[src/rtl/rtc_scheduler.sv]
// rtc_scheduler: serialises CPU writes to the RTC core and keeps a datetime
// shadow with stale detection, atomic snapshot and sticky error flags.
// Ports:
//   clk, reset (sync, active-low)
//   cpu_wr/cpu_addr/cpu_data : field write into the queue
//   cpu_snap                 : copy shadow into snap_datetime
//   cpu_busy                 : queue full or a write in flight
//   rtc_wr/rtc_addr/rtc_data : command to the core, held until retire
//   rtc_tick/rtc_datetime    : sweep-complete pulse and core datetime
//   datetime, snap_datetime  : live shadow and software snapshot
//   datetime_valid, rtc_stale
//   err_timeout, err_overflow (sticky), err_clr
// Optional: RTC_SCHED_BCD_CHECK_EN adds BCD/address validation at push
//   and the sticky err_bcd output.
module rtc_scheduler #(
  parameter int DEPTH_LOG2     = 2,
  parameter int TIMEOUT_CYCLES = 50000000,
  parameter int STALE_CYCLES   = 37500000
) (
  input  logic        clk,
  input  logic        reset,
  input  logic        cpu_wr,
  input  logic [2:0]  cpu_addr,
  input  logic [7:0]  cpu_data,
  input  logic        cpu_snap,
  output logic        cpu_busy,
  output logic        rtc_wr,
  output logic [2:0]  rtc_addr,
  output logic [7:0]  rtc_data,
  input  logic        rtc_tick,
  input  logic [55:0] rtc_datetime,
  output logic [55:0] datetime,
  output logic [55:0] snap_datetime,
  output logic        datetime_valid,
  output logic        rtc_stale,
  output logic        err_timeout,
  output logic        err_overflow,
`ifdef RTC_SCHED_BCD_CHECK_EN
  output logic        err_bcd,
`endif
  input  logic        err_clr
);

  localparam int DEPTH = 1 << DEPTH_LOG2;
  localparam int CMAX  = (TIMEOUT_CYCLES > STALE_CYCLES) ?
                         TIMEOUT_CYCLES : STALE_CYCLES;
  localparam int CW    = $clog2(CMAX + 1);

  localparam logic [CW-1:0] TMO_LAST = CW'(TIMEOUT_CYCLES - 1);
  localparam logic [CW-1:0] STL      = CW'(STALE_CYCLES);

  typedef enum logic [1:0] {
    IDLE  = 2'd0,
    ISSUE = 2'd1,
    WAIT  = 2'd2
  } state_t;

  state_t state_q, state_d;

  // Queue: one extra pointer bit separates full from empty.
  logic [10:0]         mem [DEPTH];
  logic [DEPTH_LOG2:0] wr_ptr, rd_ptr;
  logic                q_full, q_empty;
  logic                bcd_bad;
  logic                push, pop;
  logic                ovf_set;

  logic                issue;
  logic                tmo_hit;
  logic [CW-1:0]       tmo_cnt;
  logic [CW-1:0]       stale_cnt;

  assign q_empty = (wr_ptr == rd_ptr);
  assign q_full  = (wr_ptr[DEPTH_LOG2] != rd_ptr[DEPTH_LOG2]) &&
                   (wr_ptr[DEPTH_LOG2-1:0] == rd_ptr[DEPTH_LOG2-1:0]);

`ifdef RTC_SCHED_BCD_CHECK_EN
  assign bcd_bad = (cpu_data[3:0] > 4'd9) ||
                   (cpu_data[7:4] > 4'd9) ||
                   (cpu_addr == 3'd7);
`else
  assign bcd_bad = 1'b0;
`endif

  // Fullness is judged before any same-cycle pop, so a write
  // arriving on a full queue is always dropped.
  assign push    = cpu_wr && !q_full && !bcd_bad;
  assign ovf_set = cpu_wr && q_full && !bcd_bad;

  always_comb begin
    state_d = state_q;
    pop     = 1'b0;
    issue   = 1'b0;
    tmo_hit = 1'b0;
    case (state_q)
      IDLE: begin
        if (!q_empty) begin
          pop     = 1'b1;
          state_d = ISSUE;
        end
      end
      ISSUE: begin
        issue   = 1'b1;
        state_d = WAIT;
      end
      WAIT: begin
        if (rtc_tick) begin
          state_d = IDLE;
        end else if (tmo_cnt == TMO_LAST) begin
          tmo_hit = 1'b1;
          state_d = IDLE;
        end
      end
      default: state_d = IDLE;
    endcase
  end

  assign rtc_wr    = issue;
  assign cpu_busy  = q_full || (state_q != IDLE);
  assign rtc_stale = (stale_cnt == STL);

  always_ff @(posedge clk) begin
    if (push) begin
      mem[wr_ptr[DEPTH_LOG2-1:0]] <= {cpu_addr, cpu_data};
    end
  end

  always_ff @(posedge clk) begin
    if (!reset) begin
      state_q <= IDLE;
      wr_ptr  <= '0;
      rd_ptr  <= '0;
    end else begin
      state_q <= state_d;
      if (push) wr_ptr <= wr_ptr + 1'b1;
      if (pop)  rd_ptr <= rd_ptr + 1'b1;
    end
  end

  always_ff @(posedge clk) begin
    if (!reset) begin
      rtc_addr <= '0;
      rtc_data <= '0;
    end else if (pop) begin
      {rtc_addr, rtc_data} <= mem[rd_ptr[DEPTH_LOG2-1:0]];
    end
  end

  // Counts WAIT cycles; restarted by each issue.
  always_ff @(posedge clk) begin
    if (!reset) begin
      tmo_cnt <= '0;
    end else if (issue) begin
      tmo_cnt <= '0;
    end else if (state_q == WAIT) begin
      tmo_cnt <= tmo_cnt + 1'b1;
    end
  end

  always_ff @(posedge clk) begin
    if (!reset) begin
      stale_cnt <= '0;
    end else if (rtc_tick) begin
      stale_cnt <= '0;
    end else if (stale_cnt != STL) begin
      stale_cnt <= stale_cnt + 1'b1;
    end
  end

  always_ff @(posedge clk) begin
    if (!reset) begin
      datetime       <= '0;
      datetime_valid <= 1'b0;
    end else if (rtc_tick) begin
      datetime       <= rtc_datetime;
      datetime_valid <= 1'b1;
    end
  end

  // A snapshot coinciding with a tick takes the incoming value so it
  // never mixes old and new fields.
  always_ff @(posedge clk) begin
    if (!reset) begin
      snap_datetime <= '0;
    end else if (cpu_snap) begin
      snap_datetime <= rtc_tick ? rtc_datetime : datetime;
    end
  end

  always_ff @(posedge clk) begin
    if (!reset) begin
      err_timeout  <= 1'b0;
      err_overflow <= 1'b0;
    end else begin
      err_timeout  <= tmo_hit | (err_timeout & ~err_clr);
      err_overflow <= ovf_set | (err_overflow & ~err_clr);
    end
  end

`ifdef RTC_SCHED_BCD_CHECK_EN
  always_ff @(posedge clk) begin
    if (!reset) begin
      err_bcd <= 1'b0;
    end else begin
      err_bcd <= (cpu_wr & bcd_bad) | (err_bcd & ~err_clr);
    end
  end
`endif

endmodule

[config.mk]
export PLATFORM = sky130hd
export DESIGN_NAME = rtc_scheduler
export DESIGN_NICKNAME = d
export VERILOG_FILES = /design/src/rtl/rtc_scheduler.sv
export SDC_FILE = /design/constraint.sdc
export NUM_CORES = 1
export LEC_CHECK = 0
export ABC_CLOCK_PERIOD_IN_PS = 2100
export CAP_MARGIN = 10
export CORE_ASPECT_RATIO = 1.25
export CORE_MARGIN = 1
export CORE_UTILIZATION = 52
export CTS_BUF_LIST = sky130_fd_sc_hd__clkbuf_8
export DETAILED_ROUTE_END_ITERATION = 10
export PLACE_DENSITY = 0.83
export SLEW_MARGIN = 40
export SYNTH_ARGS = -nofsm -noshare
export SYNTH_HDL_FRONTEND = slang
export SYNTH_SLANG_ARGS = --single-unit
[constraint.sdc]
create_clock -name clk -period 2.1 [get_ports clk]
set_clock_uncertainty 0.15 [all_clocks]
set_input_delay 0.63 -clock clk [delete_from_list [all_inputs] [get_ports clk]]
set_output_delay 0.63 -clock clk [all_outputs]
set_load 0.005 [all_outputs]
==> impl_metrics.json <==
{
  "syn2layout_area_growth_pct": 40.8,
  "hold_violations": 0,
  "grtUsageTotal_pct": 25.7,
  "die_x_um": 118,
  "io_pins": 202,
  "cts_tree": "done",
  "numClockSinks": 230,
  "arrival_ps": 1720,
  "ant_nets": 0,
  "synth_edf_count": 44,
  "clock_latency_ps": 530,
  "synth.largest_area_cell": "dfxtp_1",
  "fp.dieH_um": 147,
  "violations": "negative setup slack",
  "path_class": "reg2out",
  "finalWirelength_um": 22000,
  "drt-initial-drc-count": 333,
  "ir_worst_vdd_mv": 0.800,
  "startpoint_type": "register",
  "num_rows": 52,
  "grt_pass1_vias": 7239,
  "cp_max_fo": 2,
  "wl_per_cell_um": 16.5,
  "final.min_clock_period_ps": 2500,
  "cts.clk_slew.worst_paths_ps": 60,
  "vias": 7058,
  "clk_path_buf_depth": 3,
  "clockRootBuffer": "clkbuf_8",
  "die-area_um2": 17400,
  "synth_top_area_share_pct": 42.5,
  "firstDrtPassIters": 4,
  "yosysWarnings": 0,
  "antennaDiodeCount": 0,
  "crit_required_ps": 1320,
  "grt_antenna_before_repair": 0,
  "grt_max_degree": 33,
  "drv_cap": 0,
  "synthCells": 810,
  "tns_ps": -2840,
  "overflow": 0,
  "ys.flop_type": "dfxtp_1",
  "worst_slack_ps": -405,
  "fmax_ghz": 0.399,
  "synthArstFlopShare_pct": 0,
  "drive_gt1_share_pct": 17.9,
  "place_congestion": 0.826,
  "hpwl_um": 15100,
  "synth_area_leaders": "dfxtp_1, edfxtp_1, mux2i_1, nor2_1, a211oi_1",
  "finalMaxSlewViolations": 0,
  "synth_cell_types": 44,
  "syn_area_per_cell_um2": 10.8,
  "via_per_inst": 5.29,
  "initial_core_util_pct": 53.6,
  "final_area_um2": 12300,
  "pre_cts_ws_ps": -481,
  "ys_seq_elements": 230,
  "syn-cell-area_um2": 8760,
  "slew_headroom_pct": 71.9,
  "numPortBuffers": 201,
  "hold_path.class": "reg2reg",
  "cts_inserted_buffers": 38,
  "end_kind": "output pin",
  "drc": 0,
  "outcome": "finished with violations",
  "h-tree-depth": 2,
  "powerDensity_nw_per_um2": 856,
  "setup_viol": 37,
  "final_core_util_pct": 75.5,
  "nets": 1172,
  "syn-num-nets": 891,
  "tightest_slew_ps": 422,
  "design.core.area_um2": 16300,
  "fin_crit_sh_pct": 119,
  "grt_pass1_wl_um": 35700,
  "cellLeakagePower_nw": 5.33,
  "seq_area_frac_synth_pct": 57.6,
  "rsz0062_at_grt": "yes",
  "placed_cell_area_um2": 11500
}
-- flip-flops by register name, indices dropped and copies added (netlist names), 2 cells and up --
name and flops:
datetime 56, snap_datetime 56, mem 44, stale_cnt 26, tmo_cnt 26, rtc_data 8
rd_ptr 3, rtc_addr 3, wr_ptr 3, state_q 2
-- synth_stat cells, drive strengths merged, types with 2 or more instances --
cell type	count
nor3	10
and3	10
nor4	12
o21ai	7
nand4	15
ha	8
buf	14
nand2b	3
and4	8
clkbuf	32
nand3	19
nor2	180
edfxtp	44
dfxtp	186
nor4b	3
or4	2
and2	4
nand2	27
a21oi	9
or3	7
inv	11
xor2	20
xnor2	30
mux4	11
nor2b	4
mux2i	70
a211oi	56
-- what timing repair did --
item,4_1_cts,5_1_grt
cloned,0,0
hold buffers,0,0
endpoints found under the setup margin,129,51
gates resized for setup,190,13
buffers inserted,15,4
pin swaps,13,5
-- metal layers --
layer	up-vias	track usage, %	wire length [um]
met5	-	0	0
met4	0	12.6	831
met3	61	6.48	1190
met2	199	46.6	11500
met1	3383	27.8	8460
li1	3415	-	-
-- cells by family (layout without fill, tap and decap cells) --
family	count (synthesis)	after routing	share of synthesized area, %
AND/OR/NAND/NOR	309	309	16.7
buffers and inverters	57	365	2.71
adder cells (fa/ha/maj)	8	8	1.14
AO/OA/AOI/OAI	75	75	6.01
flip-flops	230	230	57.6
multiplexers	81	81	10.8
XOR/XNOR	50	50	5.00
-- final timing paths --
kind | startpoint | endpoint | slack (ps) | depth (start not counted)
setup reg to reg | wr_ptr[0]$_SDFFE_PN0P_ | wr_ptr[2]$_SDFFE_PN0P_ | -140 | 13
setup / recovery | stale_cnt[6]$_SDFFE_PP0N_ | rtc_stale | -400 | 4
hold reg to reg | datetime_valid$_SDFFE_PN0P_ | datetime_valid$_SDFFE_PN0P_ | 330 | 2
hold / removal | datetime_valid$_SDFFE_PN0P_ | datetime_valid$_SDFFE_PN0P_ | 330 | 2
-- placed cells by master (no fill, tap or decap), types with 18 or more instances in the layout --
master and count:
a211oi_1 56, buf_4 64, clkbuf_8 41, clkdlybuf4s50_1 70, dfxtp_1 162, dfxtp_2 24
dlygate4sd2_1 126, edfxtp_1 44, inv_1 26, mux2i_1 70, nand2_1 25, nand3_1 18
nor2_1 179, xnor2_1 27, xor2_1 19
-- critical path, cell delays in order, from the launching register on --
cell and delay, ps:
dfxtp_2 330, nand2_2 60, or4_4 470, nor4_2 200, buf_2 150
-- stage by stage --
step | power, mW | hold WS, ps | cells
after global routing | 11.1 | 345 | 1334
after floorplan | 6.10 | 311 | 810
after CTS | 10.6 | 333 | 1335
after detailed placement | 7.16 | 324 | 1253
after global placement | 7.10 | 299 | 1253
final | 10.6 | 325 | 1334
-- area by class of cell --
class                           instances  area [um^2]
Tap cell                              216          270
Multi-Input combinational cell        523         3590
Timing Repair Buffer                  287         2680
Sequential cell                       230         5070
Inverter                               11         43.8
Fill cell                            1162         4000
Clock inverter                         26          115
Clock buffer                           41          564
-- report_power, final --
group / total, mW / internal [mW] / switching, mW
combinational: 2.02 / 1.10 / 0.925
sequential: 5.01 / 4.84 / 0.169
clock: 3.53 / 1.80 / 1.72
(Power assumes the default switching activity.)
